File: config.mk
export PLATFORM = sky130hd
export DESIGN_NAME = rpc2_ctrl_status_sync
export DESIGN_NICKNAME = d
export VERILOG_FILES = /design/src/rtl/rpc2_ctrl_pkg.sv /design/src/rtl/rpc2_ctrl_sync_bit.sv /design/src/rtl/rpc2_ctrl_status_sync.sv
export SDC_FILE = /design/constraint.sdc
export NUM_CORES = 1
export LEC_CHECK = 0
export ABC_CLOCK_PERIOD_IN_PS = 1620
export BUFFER_PORTS_ARGS = -buffer_cell sky130_fd_sc_hd__buf_2
export CORE_UTILIZATION = 40
export CTS_CLUSTER_DIAMETER = 30
export DETAILED_ROUTE_END_ITERATION = 16
export HOLD_SLACK_MARGIN = 0.1
export PLACE_DENSITY = 0.7
export SYNTH_ARGS = -nofsm -noshare
export SYNTH_HDL_FRONTEND = slang
export SYNTH_HIERARCHICAL = 1
export SYNTH_SLANG_ARGS = --single-unit
File: constraint.sdc
create_clock -name AXIr_ACLK -period 1.62 [get_ports AXIr_ACLK]
set_input_delay 0 -clock AXIr_ACLK [delete_from_list [all_inputs] [get_ports AXIr_ACLK]]
set_output_delay 0 -clock AXIr_ACLK [all_outputs]
set_load 0.1 [all_outputs]
File: src/rtl/rpc2_ctrl_pkg.sv
// Shared constants for the RPC2 controller status path: synchronizer depth
// limits, default channel count, status channel indices and event rule.
package rpc2_ctrl_pkg;

  localparam int SYNC_STAGES_MIN = 2;
  localparam int SYNC_STAGES_MAX = 4;
  localparam int NUM_CH_DEFAULT  = 9;

  typedef enum int unsigned {
    RD_ACTIVE = 0,
    WR_ACTIVE = 1,
    WR_RSTO   = 2,
    WR_SLV    = 3,
    WR_DEC    = 4,
    RD_STALL  = 5,
    RD_RSTO   = 6,
    RD_SLV    = 7,
    RD_DEC    = 8
  } rpc2_status_ch_e;

  // Toggle-encoded sources signal an event on any change, level sources on a rise.
  function automatic logic detect_event(input logic toggle, input logic newer,
                                        input logic older);
    return toggle ? (newer ^ older) : (newer & ~older);
  endfunction

endpackage

File: src/rtl/rpc2_ctrl_sync_bit.sv
// One-bit multi-flop synchronizer; exposes the last two stages so the
// caller can detect edges on already-settled data.
module rpc2_ctrl_sync_bit
  import rpc2_ctrl_pkg::*;
#(
  parameter int   SYNC_STAGES = 2,
  parameter logic RESET_VAL   = 1'b0
) (
  input  logic AXIr_ACLK,
  input  logic AXIr_ARESETN,
  input  logic i_async,
  output logic o_stage_prev,
  output logic o_stage_last
);

  // Out-of-range depths are clamped into the supported window.
  localparam int STAGES = (SYNC_STAGES < SYNC_STAGES_MIN) ? SYNC_STAGES_MIN :
                          (SYNC_STAGES > SYNC_STAGES_MAX) ? SYNC_STAGES_MAX :
                          SYNC_STAGES;

  logic [STAGES-1:0] r_chain;

  always_ff @(posedge AXIr_ACLK or negedge AXIr_ARESETN) begin
    if (!AXIr_ARESETN) r_chain <= {STAGES{RESET_VAL}};
    else               r_chain <= {r_chain[STAGES-2:0], i_async};
  end

  assign o_stage_prev = r_chain[STAGES-2];
  assign o_stage_last = r_chain[STAGES-1];

endmodule

File: src/rtl/rpc2_ctrl_status_sync.sv
// Multi-channel status synchronizer: per-channel event capture, W1C sticky
// bits, saturating event counters and a masked registered interrupt.
module rpc2_ctrl_status_sync
  import rpc2_ctrl_pkg::*;
#(
  parameter int              NUM_CH      = NUM_CH_DEFAULT,
  parameter int              SYNC_STAGES = 2,
  parameter logic [NUM_CH-1:0] TOGGLE_MASK = '0,
  parameter logic [NUM_CH-1:0] RESET_VAL   = '0,
  parameter int              CNT_W       = 8
) (
  input  logic                    AXIr_ACLK,
  input  logic                    AXIr_ARESETN,
  input  logic [NUM_CH-1:0]       async_in,
  output logic [NUM_CH-1:0]       sync_out,
  output logic [NUM_CH-1:0]       event_pulse,
  output logic [NUM_CH-1:0]       sticky,
  input  logic                    clr_we,
  input  logic [NUM_CH-1:0]       clr_data,
  input  logic [NUM_CH-1:0]       cnt_clr,
  input  logic [NUM_CH-1:0]       irq_en,
  output logic [NUM_CH*CNT_W-1:0] event_cnt,
  output logic                    irq
);

  localparam logic [CNT_W-1:0] CNT_MAX = '1;

  logic [NUM_CH-1:0] w_prev;
  logic [NUM_CH-1:0] w_last;
  logic [NUM_CH-1:0] w_event;
  logic [NUM_CH-1:0] w_clr_mask;
  logic [NUM_CH-1:0] r_event_pulse;
  logic [NUM_CH-1:0] r_sticky;
  logic              r_irq;
  logic [CNT_W-1:0]  r_cnt [NUM_CH];

  for (genvar g = 0; g < NUM_CH; g++) begin : g_ch
    rpc2_ctrl_sync_bit #(
      .SYNC_STAGES (SYNC_STAGES),
      .RESET_VAL   (RESET_VAL[g])
    ) u_sync (
      .AXIr_ACLK    (AXIr_ACLK),
      .AXIr_ARESETN (AXIr_ARESETN),
      .i_async      (async_in[g]),
      .o_stage_prev (w_prev[g]),
      .o_stage_last (w_last[g])
    );

    assign w_event[g] = detect_event(TOGGLE_MASK[g], w_prev[g], w_last[g]);

    // A clear coinciding with an event keeps that event in the count.
    always_ff @(posedge AXIr_ACLK or negedge AXIr_ARESETN) begin
      if (!AXIr_ARESETN)                           r_cnt[g] <= '0;
      else if (cnt_clr[g])                         r_cnt[g] <= r_event_pulse[g] ? CNT_W'(1) : '0;
      else if (r_event_pulse[g] && r_cnt[g] != CNT_MAX) r_cnt[g] <= r_cnt[g] + CNT_W'(1);
    end

    assign event_cnt[g*CNT_W +: CNT_W] = r_cnt[g];
  end

  assign w_clr_mask = clr_data & {NUM_CH{clr_we}};

  // Set wins over a same-cycle W1C clear.
  always_ff @(posedge AXIr_ACLK or negedge AXIr_ARESETN) begin
    if (!AXIr_ARESETN) begin
      r_event_pulse <= '0;
      r_sticky      <= '0;
      r_irq         <= 1'b0;
    end else begin
      r_event_pulse <= w_event;
      r_sticky      <= (r_sticky & ~w_clr_mask) | r_event_pulse;
      r_irq         <= |(r_sticky & irq_en);
    end
  end

  assign sync_out    = w_last;
  assign event_pulse = r_event_pulse;
  assign sticky      = r_sticky;
  assign irq         = r_irq;

endmodule

# == After elaboration in Yosys (flattened, before gate mapping) ==
# Cells that the tools add are included.
# word_totals
regBits,109
in_bits,39
elab_cells,108
# op_classes
n_addsub,9
eq_ne,9
muxes,27
n_bitwise,23
n_reduce_logical,19
# op_table
operator,n
$mux 8,18
$add 8x1->8 const B,9
$ne 8x8->1 const B,9
$and 9x9->9,3
$reduce_bool 2->1,9
$and 1x1->1,9
$logic_and 1x1->1,9
$mux 1,9
$not 1->1,9
$not 9->9,1
$or 9x9->9,1
$reduce_or 9->1,1

# == Depth between registers and ports, before layout ==
# Gate-level depths: netlist of the first run.
# logic_depth
ltp_word,4
depth_mapped,5
depth_no_buf,5

# == Modules after synthesis ==
# The synthesis of the first run kept the hierarchy.
# modules_own_cells
mod,n_inst,cells_per_inst,area_each_um2
rpc2_ctrl_status_sync,1,464,4525.6
rpc2_ctrl_sync_bit,9,2,50.0

# == Least setup slack after synthesis of the first run ==
# Ideal clock, no wire load.
# synth_timing
kind,register to register
start,"register r_cnt, in the netlist event_cnt[8]"
end,"register r_cnt, in the netlist event_cnt[13]"
arrival_ns,2.107
required_time_ns,1.495
setup_slack_ns,-0.612
path_stages_with_launch,6
n_path_buf,0
period_less_slack_ns,2.232
path_cell_list,dfrtp_1 ha_1 nand3_1 o21ba_2 nand3_1 mux2_4
# synth_between
elab_chain_cells,3
word_cells_on_any_way,6
# synth_rtl
element,line_no,text
"start, declared",rpc2_ctrl_status_sync.sv:35,logic [CNT_W-1:0] r_cnt [NUM_CH];
"start signal, assigned by index",rpc2_ctrl_status_sync.sv:54,else if (cnt_clr[g]) r_cnt[g] <= r_event_pulse[g] ? CNT_W'(1) : '0;
$add 8x1->8 / $ne 8x8->1 (equally long branches),rpc2_ctrl_status_sync.sv:55,else if (r_event_pulse[g] && r_cnt[g] != CNT_MAX) r_cnt[g] <= r_cnt[g] + CNT_W'(1);
$mux 8 / $logic_and 1x1->1 (equally long branches),rpc2_ctrl_status_sync.sv:55,
$mux 8 / $reduce_bool 2->1 (equally long branches),--,
# Parallel ways exist; a longest one is shown, timed or not. The select of a mux whose other input is x is not followed.
# A chain may end at the register's enable or synchronous reset.

# == Worst setup path after layout of the first run ==
# Ends and elaborated chain as after synthesis.

==> results of run 1 <==
[what timing repair did]
| action | 4_1_cts | 5_1_grt |
|---|---|---|
| hold buffers | 45 | 0 |
| resized for setup | 0 | 1 |
| endpoints found under the hold margin | 200 | 0 |
| buffers inserted | 0 | 0 |
| endpoints found under the setup margin | 0 | 1 |
[final timing paths]
| path | from | to | slack (ps) | cells past startpoint |
|---|---|---|---|---|
| max in group asynchronous | AXIr_ARESETN | event_cnt[40] | 830 | 3 |
| worst max register to register | event_cnt[8] | event_cnt[13] | 80 | 5 |
| worst min register to register | g_ch[3].u_sync/r_chain[0] | g_ch[3].u_sync/r_chain[1] | 370 | 0 |
| worst max-delay path | event_cnt[8] | event_cnt[13] | 80 | 5 |
| worst min-delay path | AXIr_ARESETN | event_cnt[3] | 140 | 2 |
| min in group AXIr_ACLK | async_in[3] | g_ch[3].u_sync/r_chain[0] | 290 | 2 |
[stage by stage]
step | hold slack (ps) | setup slack, ps
floorplan | -296 | -207
global placement | -31.6 | 144
detailed placement | -25.9 | 92.4
CTS | 134 | 82.3
global route | 162 | 24.7
finish | 136 | 84.0
[per-layer routing]
layer | up-vias | part of all wire, % | track usage (%)
li1 | 2131 | - | -
met1 | 2156 | 45 | 24.5
met2 | 134 | 48 | 31.4
met3 | 18 | 5.4 | 3.83
met4 | 0 | 1.8 | 8.25
met5 | - | 0 | 0
[registers in the layout, indices dropped and copies added, names as in the netlist]
| register | cells |
|---|---|
| irq | 1 |
| event_cnt | 72 |
| g_ch.u_sync/r_chain | 18 |
| event_pulse | 9 |
| sticky | 9 |
[cells by family after synthesis]
group | after synthesis | synth area share, %
flip-flops | 109 | 54.8
adder cells (fa/ha/maj) | 9 | 2.26
AND/OR/NAND/NOR | 213 | 21.9
AO/OA/AOI/OAI | 96 | 13.0
XOR/XNOR | 11 | 1.94
buffers and inverters | 23 | 1.79
multiplexers | 21 | 4.32
[cells in the mapped netlist (3+ instances only)]
cell type / instances / area share [%]
dfrtp_1: 109 / 55
nor2_1: 63 / 4.8
nand2_1: 38 / 2.9
nand3_1: 30 / 3.0
a21oi_1: 25 / 2.5
mux2i_1: 20 / 4.0
nor3_1: 16 / 1.6
nand4_1: 13 / 1.6
nor2b_1: 13 / 1.6
o21ai_0: 13 / 1.3
and3_1: 12 / 1.5
o211ai_1: 12 / 1.8
inv_1: 11 / 0.83
a21o_1: 9 / 1.4
ha_1: 9 / 2.3
xor2_1: 9 / 1.6
and4_1: 7 / 1.2
buf_1: 6 / 0.45
a211oi_1: 5 / 0.75
nand3b_1: 5 / 0.75
a311oi_1: 4 / 0.70
a41oi_1: 4 / 0.70
clkbuf_1: 4 / 0.30
o21ai_1: 4 / 0.40
a31oi_1: 3 / 0.38
nor4b_1: 3 / 0.53
o31ai_1: 3 / 0.45
[final cells by class]
cell class              count  area (um2)
clock inverters             3        42.5
inverters                  11        41.3
clock buffers              13         270
multi-input cells         350        2230
repair buffers            187        1200
fillers                  1026        5180
flip-flops and latches    109        2890
well taps                 168         210
[report_power, final]
group          switching [mW]  internal [mW]  total [mW]
Sequential              0.136           2.85        2.99
Clock                   0.958           1.32        2.28
Combinational           0.943          0.288        1.23
Total                    2.04           4.47        6.50
==> results.txt, run 1 <==
syn nets: 530
largest net degree at the start of global routing: 53
sequential element share of the synthesized area: 54.8%
Routed Antenna Nets: 0
unrepaired setup endpoints after global routing: no
Core ar.: 0.0121 mm2
Primary FF master, synth: dfrtp_1
Initial Util: 41.3%
Worst-Margin Slew: 506 ps
ys async rst share: 100%
number of max-cap violations: 0
setup tns final: 0 ps
die width: 114 um
Final Cycle Share: 94.8%
H-tree depth: 3
Warnings, synthesis: 6
hpwl dp: 8230 um
CP max-delay cell: dfrtp_4
Overall Power: 6.50 mW
Max VDD drop: 0.606 mV
syn avg cell area: 10.3 um2
Min-Delay Path Class: in -> async
Fin Clk Skew: 4.22 ps
Critical Path Start Type: flip-flop
clk buf depth: 2
Root Buffer: clkbuf_16
final non-filler cell total: 841
Synth cell types: 50
PwrDens: 945 mW/mm2
crit path DAT: 1770 ps
# setup viols final: 0
cells along the critical path: ha_1 > nand3_1 > o21ba_2 > nand3_1 > mux2_4
IO Pins: 139
fmax: 651 MHz
vias in the first global route: 4057
Clock transition at path regs: 70 ps
Ant. Diodes: 0
Crit Path Class: reg -> reg
die area: 0.0129 mm2
Mapped Cells: 482
Slew headroom: 66.5%
Worst setup EP type: flip-flop
first-pass GRT wire length: 19300 um
Pins Over Slew Limit: 0
cell row count: 40
Skew-Pair Late Insertion Delay: 350 ps
input/output buffers: 138
vias after detailed routing: 4439
most common library cell in the layout ignoring fill and taps: buf_2
routed len/inst: 14.4 um
Netlist Area Pre-Place: 0.00498 mm2
Die Span Y: 114 um
Final GP Congestion: 0.890
Area Growth Syn to Fin: 38.3%
Buffers & Inverters on Critical Path: 0
CTS tree: yes
drt pass-1 iters: 5
share of layout cells above drive strength 1: 38.0%
via-per-instance ratio: 5.28
CP delay by family, top: flip-flops
final instance area: 0.00688 mm2
CTS Sinks: 109
Pleak: 3.12 nW
Final nets: 716
most frequent cells in the layout: 137 x buf_2, 63 x nor2_1, 57 x dfrtp_2
grt total ovfl: 0
CTS Buf Count: 9
CP peak stage delay: 500 ps
Overall Global Routing Usage: 19.1%
Post-Place Cell Area: 0.00611 mm2
CP required: 1860 ps
initial antenna violation count: 0
Inst Count DP: 780
Post-synth EDFFs: 0
final routed DRC violation total: 0
Yosys reg bits: 109
fin crit period: 1540 ps
initial DRC count: 232
utilization of the core after routing: 57.1%
Hold Violations, Final: 0
status: finished, final reports clean
cell mode on critical path: nand3_1
Max FO, Critical Path: 5
Routed WL: 12100 um
(Power assumes the default switching activity.)
==> run 2: changes to the inputs <==
--- a/config.mk
+++ b/config.mk
@@ -9,3 +9,4 @@
 export BUFFER_PORTS_ARGS = -buffer_cell sky130_fd_sc_hd__buf_2
-export CORE_UTILIZATION = 40
+export CORE_ASPECT_RATIO = 1.75
+export CORE_UTILIZATION = 50
 export CTS_CLUSTER_DIAMETER = 30
@@ -13,3 +14,3 @@
 export HOLD_SLACK_MARGIN = 0.1
-export PLACE_DENSITY = 0.7
+export PLACE_DENSITY = 0.83
 export SYNTH_ARGS = -nofsm -noshare
==> constraint.sdc (replaced) <==
create_clock -name AXIr_ACLK -period 1.62 [get_ports AXIr_ACLK]
set_input_delay 0.324 -clock AXIr_ACLK [delete_from_list [all_inputs] [get_ports AXIr_ACLK]]
set_output_delay 0.324 -clock AXIr_ACLK [all_outputs]
set_load 0.1 [all_outputs]
==> run 2 against run 1 <==
Routed wire length down 2.7%. Core utilization up 10 points. Register-to-register slack better by 20 ps. Critical path depth down 4. Cell area down 6.1%. Total power down 2.7%. Cell count down 9.8%. Critical endpoint is now event_cnt[58]. Largest cell class unchanged.
==> results.txt, run 2 (synthesized netlist as in run 1, its figures left out) <==
max reg flops: 72 (unchanged)
Core ar.: 0.00959 mm2 (-21%)
PwrDens: 980 mW/mm2 (+3.7%)
largest net degree at the start of global routing: 58 (+9.4%)
crit path DAT: 1250 ps (-520 ps)
Overall Global Routing Usage: 23.7% (+4.7 points)
CTS Sinks: 109 (unchanged)
Die Span Y: 134 um (+18%)
Area Growth Syn to Fin: 29.8%
final non-filler cell total: 759 (-9.8%)
Pins Over Slew Limit: 0 (unchanged)
first-pass GRT wire length: 19700 um (+1.6%)
Inst Count DP: 733 (-6.0%)
Root Buffer: clkbuf_16
Slew headroom: 66.3% (-0.19 points)
Routed Antenna Nets: 0 (unchanged)
status: finished, final reports clean
Critical Path Start Type: flip-flop
Crit Path Class: reg -> out
Initial Util: 51.9% (+11 points)
# setup viols final: 0 (unchanged)
depth of the worst hold-timing path: 3
CP required: 1300 ps (-560 ps)
grt total ovfl: 0 (unchanged)
utilization of the core after routing: 67.4% (+10 points)
via-per-instance ratio: 5.68 (+7.6%)
Hold Violations, Final: 0 (unchanged)
Worst-Margin Slew: 508 ps (+2.86 ps)
die width: 77.4 um (-32%)
die area: 0.0104 mm2 (-20%)
Ant. Diodes: 0 (unchanged)
Final GP Congestion: 0.859 (-3.5%)
fin crit period: 1580 ps (+40.4 ps)
Pleak: 2.98 nW (-4.6%)
Post-CTS Setup Inserts: 0 (unchanged)
Crit path depth: 1 (-4)
Final Cycle Share: 97.3% (+2.5 points)
Max VDD drop: 0.834 mV (+38%)
setup tns final: 0 ps (unchanged)
fmax: 634 MHz (-2.6%)
Fin Clk Skew: 11.4 ps (+7.16 ps)
CP delay by family, top: flip-flops
cells along the critical path: buf_2
Clock transition at path regs: 70 ps (about the same)
Min-Delay Path Class: in -> reg
Routed WL: 11800 um (-2.7%)
CP max-delay cell: dfrtp_4
vias after detailed routing: 4312 (-2.9%)
share of layout cells above drive strength 1: 39.9% (+1.8 points)
unrepaired setup endpoints after global routing: no
most frequent cells in the layout: 132 x buf_2, 63 x nor2_1, 57 x dfrtp_2
hpwl dp: 8560 um (+4.1%)
vias in the first global route: 4282 (+5.5%)
most common library cell in the layout ignoring fill and taps: buf_2
Worst setup EP type: output port
CTS tree: yes
cell row count: 47 (+18%)
Skew-Pair Late Insertion Delay: 340 ps (about the same)
initial DRC count: 206 (-11%)
routed len/inst: 15.6 um (+7.8%)
IO Pins: 139 (unchanged)
H-tree depth: 3 (unchanged)
drt pass-1 iters: 4 (-1)
Buffers & Inverters on Critical Path: 1 (+1)
clk buf depth: 2 (unchanged)
CP peak stage delay: 460 ps (-40 ps)
Max FO, Critical Path: 6 (+1)
final routed DRC violation total: 0 (unchanged)
input/output buffers: 138 (unchanged)
Reg2Reg Depth: 5 (unchanged)
Final nets: 680 (-5.0%)
CTS Buf Count: 9 (unchanged)
number of max-cap violations: 0 (unchanged)
initial antenna violation count: 0 (unchanged)
==> run 2: layer usage <==
metal  share of wire (%)  up-vias  GRT usage (%)
met5                   0        -              0
li1                    -     2054              -
met2                  54      139           43.8
met4                 1.9        0           11.5
met3                 4.3       20           3.06
met1                  39     2099           26.5
==> run 2: what timing repair did <==
action,in CTS,in global routing
endpoints found under the setup margin,0,5
endpoints found under the hold margin,24,0
resized for setup,0,6
hold buffers,10,0
==> run 2: per-stage QoR <==
step | hold WS [ps] | area, um2 | power, mW | setup WS, ps
floorplan | 28.4 | 5210 | 3.89 | -207
global placement | 220 | 6050 | 4.15 | 140
detailed placement | 223 | 6050 | 4.18 | 106
CTS | 223 | 6440 | 6.37 | 13.1
global route | 231 | 6460 | 6.53 | 2.67
finish | 233 | 6460 | 6.33 | 43.6
==> run 2: path summary, 6_finish.rpt <==
kind / start / end / slack (ps)
min in group asynchronous: AXIr_ARESETN / g_ch[0].u_sync/r_chain[0] / 410
max: event_cnt[58] / event_cnt[58] / 40
max in group asynchronous: AXIr_ARESETN / event_cnt[17] / 600
min reg2reg: g_ch[3].u_sync/r_chain[0] / g_ch[3].u_sync/r_chain[1] / 370
max reg2reg: event_cnt[32] / event_cnt[34] / 100
min: irq_en[1] / irq / 230
==> run 2: cell type report <==
type | count | area, um2
timing repair buffer | 151 | 853
tap | 122 | 153
sequential | 109 | 2890
multi-input combinational | 350 | 2230
fill | 694 | 3120
clock buffer | 12 | 246
clock inverter | 4 | 48.8
inverter | 11 | 41.3
==> run 2: power by group <==
part	leakage, nW	total (mW)	switching [mW]	internal, mW
combinational	1.54	1.15	0.925	0.229
sequential	1.29	2.99	0.132	2.85
clock	0.147	2.19	0.948	1.24
total	2.98	6.33	2.01	4.32
==> run 3: changes to the inputs <==
- CORE_ASPECT_RATIO: 1.75 -> 0.9
- CTS_BUF_LIST: default -> sky130_fd_sc_hd__clkbuf_16
==> run 3 against run 2 <==
Sequential power is essentially flat. Largest cell class unchanged. Total power is 0.26% lower. Clock power about the same. Critical endpoint is now event_pulse[8]. Non-clock buffer count rose by 1.
==> results.txt, run 3 (synthesized netlist as in run 1, its figures left out) <==
status: finished, final reports clean
Crit Path Class: reg -> out
Buffers & Inverters on Critical Path: 1 (unchanged)
unrepaired setup endpoints after global routing: no
Clock transition at path regs: 70 ps (about the same)
CP max-delay cell: dfrtp_2
max reg flops: 72 (unchanged)
drt pass-1 iters: 5 (+1)
# setup viols final: 0 (unchanged)
Reg2Reg Depth: 5 (unchanged)
Final nets: 681 (+0.15%)
CTS tree: yes
crit path DAT: 1250 ps (about the same)
grt total ovfl: 0 (unchanged)
Core ar.: 0.00966 mm2 (+0.74%)
cells along the critical path: buf_2
Fin Clk Skew: 13.2 ps (+1.81 ps)
CP peak stage delay: 460 ps (about the same)
reg-to-reg setup timing slack: 90 ps (about the same)
die area: 0.0104 mm2 (-0.15%)
initial DRC count: 197 (-4.4%)
first-pass GRT wire length: 19300 um (-1.6%)
final worst setup slack: 48.0 ps (+4.46 ps)
final routed DRC violation total: 0 (unchanged)
routed len/inst: 15.6 um (+0.44%)
vias in the first global route: 4110 (-4.0%)
fmax: 636 MHz (+0.28%)
Hold Violations, Final: 0 (unchanged)
depth of the worst hold-timing path: 1 (-2)
Pleak: 2.97 nW (-0.32%)
die width: 107 um (+38%)
# fillers: 758 (+9.2%)
cell row count: 34 (-28%)
via-per-instance ratio: 5.72 (+0.64%)
Place WS: 102 ps (-4.01 ps)
CTS Buf Count: 9 (unchanged)
Critical Path Start Type: flip-flop
Post-CTS Setup Inserts: 0 (unchanged)
Ant. Diodes: 0 (unchanged)
CTS Sinks: 109 (unchanged)
final instance area: 0.00646 mm2 (about the same)
setup tns final: 0 ps (unchanged)
PwrDens: 978 mW/mm2 (-0.20%)
Pins Over Slew Limit: 0 (unchanged)
Post-Place Cell Area: 0.00607 mm2 (+0.33%)
fin crit period: 1570 ps (-4.46 ps)
Hold Slack: 112 ps (-121 ps)
most common library cell in the layout ignoring fill and taps: buf_2
initial antenna violation count: 0 (unchanged)
number of max-cap violations: 0 (unchanged)
most frequent cells in the layout: 135 x buf_2, 63 x nor2_1, 57 x dfrtp_2
Area Growth Syn to Fin: 29.8% (about the same)
CP delay by family, top: flip-flops
Slew headroom: 66.2% (-0.18 points)
input/output buffers: 138 (unchanged)
Overall Global Routing Usage: 23.2% (-0.58 points)
H-tree depth: 3 (unchanged)
largest net degree at the start of global routing: 53 (-8.6%)
utilization of the core after routing: 66.9% (-0.54 points)
Initial Util: 51.5% (-0.38 points)
Skew-Pair Late Insertion Delay: 340 ps (about the same)
Worst-Margin Slew: 511 ps (+2.75 ps)
vias after detailed routing: 4368 (+1.3%)
Max FO, Critical Path: 9 (+3)
Root Buffer: clkbuf_16
CP required: 1300 ps (about the same)
IO Pins: 139 (unchanged)
clk buf depth: 2 (unchanged)
Routed WL: 11900 um (+1.1%)
Worst setup EP type: output port
Final Cycle Share: 97.0% (-0.28 points)
hpwl dp: 8610 um (+0.59%)
Final GP Congestion: 0.881 (+2.6%)
Min-Delay Path Class: in -> reg
Routed Antenna Nets: 0 (unchanged)
share of layout cells above drive strength 1: 40.0% (+0.094 points)
Die Span Y: 96.6 um (-28%)
Crit path depth: 1 (unchanged)
Max VDD drop: 0.687 mV (-18%)
==> run 3: final cells by class <==
type,instances,area [um2],share of cell area [%]
multi-input combinational,350,2230,34.5
timing repair buffer,152,851,13.2
tap,126,158,2.44
clock buffer,9,225,3.49
inverter,11,41.3,0.639
clock inverter,7,67.6,1.05
sequential,109,2890,44.7
==> run 3: repair_timing <==
item | in CTS | in global routing
hold buffers | 8 | 1
endpoints found under the setup margin | 0 | 2
endpoints found under the hold margin | 24 | 1
gates resized for setup | 0 | 2
==> run 3: path summary, 6_finish.rpt <==
check                                             to                 startpoint
setup / recovery                      event_pulse[8]             event_pulse[8]
hold reg to reg            g_ch[7].u_sync/r_chain[1]  g_ch[7].u_sync/r_chain[0]
max in group asynchronous              event_cnt[25]               AXIr_ARESETN
setup reg to reg                       event_cnt[13]               event_cnt[8]
min in group asynchronous               event_cnt[5]               AXIr_ARESETN
hold / removal             g_ch[7].u_sync/r_chain[0]                async_in[7]
==> run 3: layer usage <==
layer  GRT usage [%]  up-vias  wire (um)
met3            4.92        9        817
met5               0        -          0
met4            4.43        0        100
met2            39.0      172       5770
met1            31.1     2137       5250
li1                -     2050          -
==> run 3: per-stage QoR <==
stage / total power, mW / instances
after global placement: 4.16 / 739
final: 6.31 / 764
after detailed placement: 4.20 / 739
after CTS: 6.37 / 763
after floorplan: 3.89 / 482
after global routing: 6.53 / 764
==> run 3: where the power goes <==
group	switching [mW]	internal (mW)	leakage [nW]
Combinational	0.935	0.234	1.54
Clock	0.969	1.19	0.133
Sequential	0.132	2.85	1.29
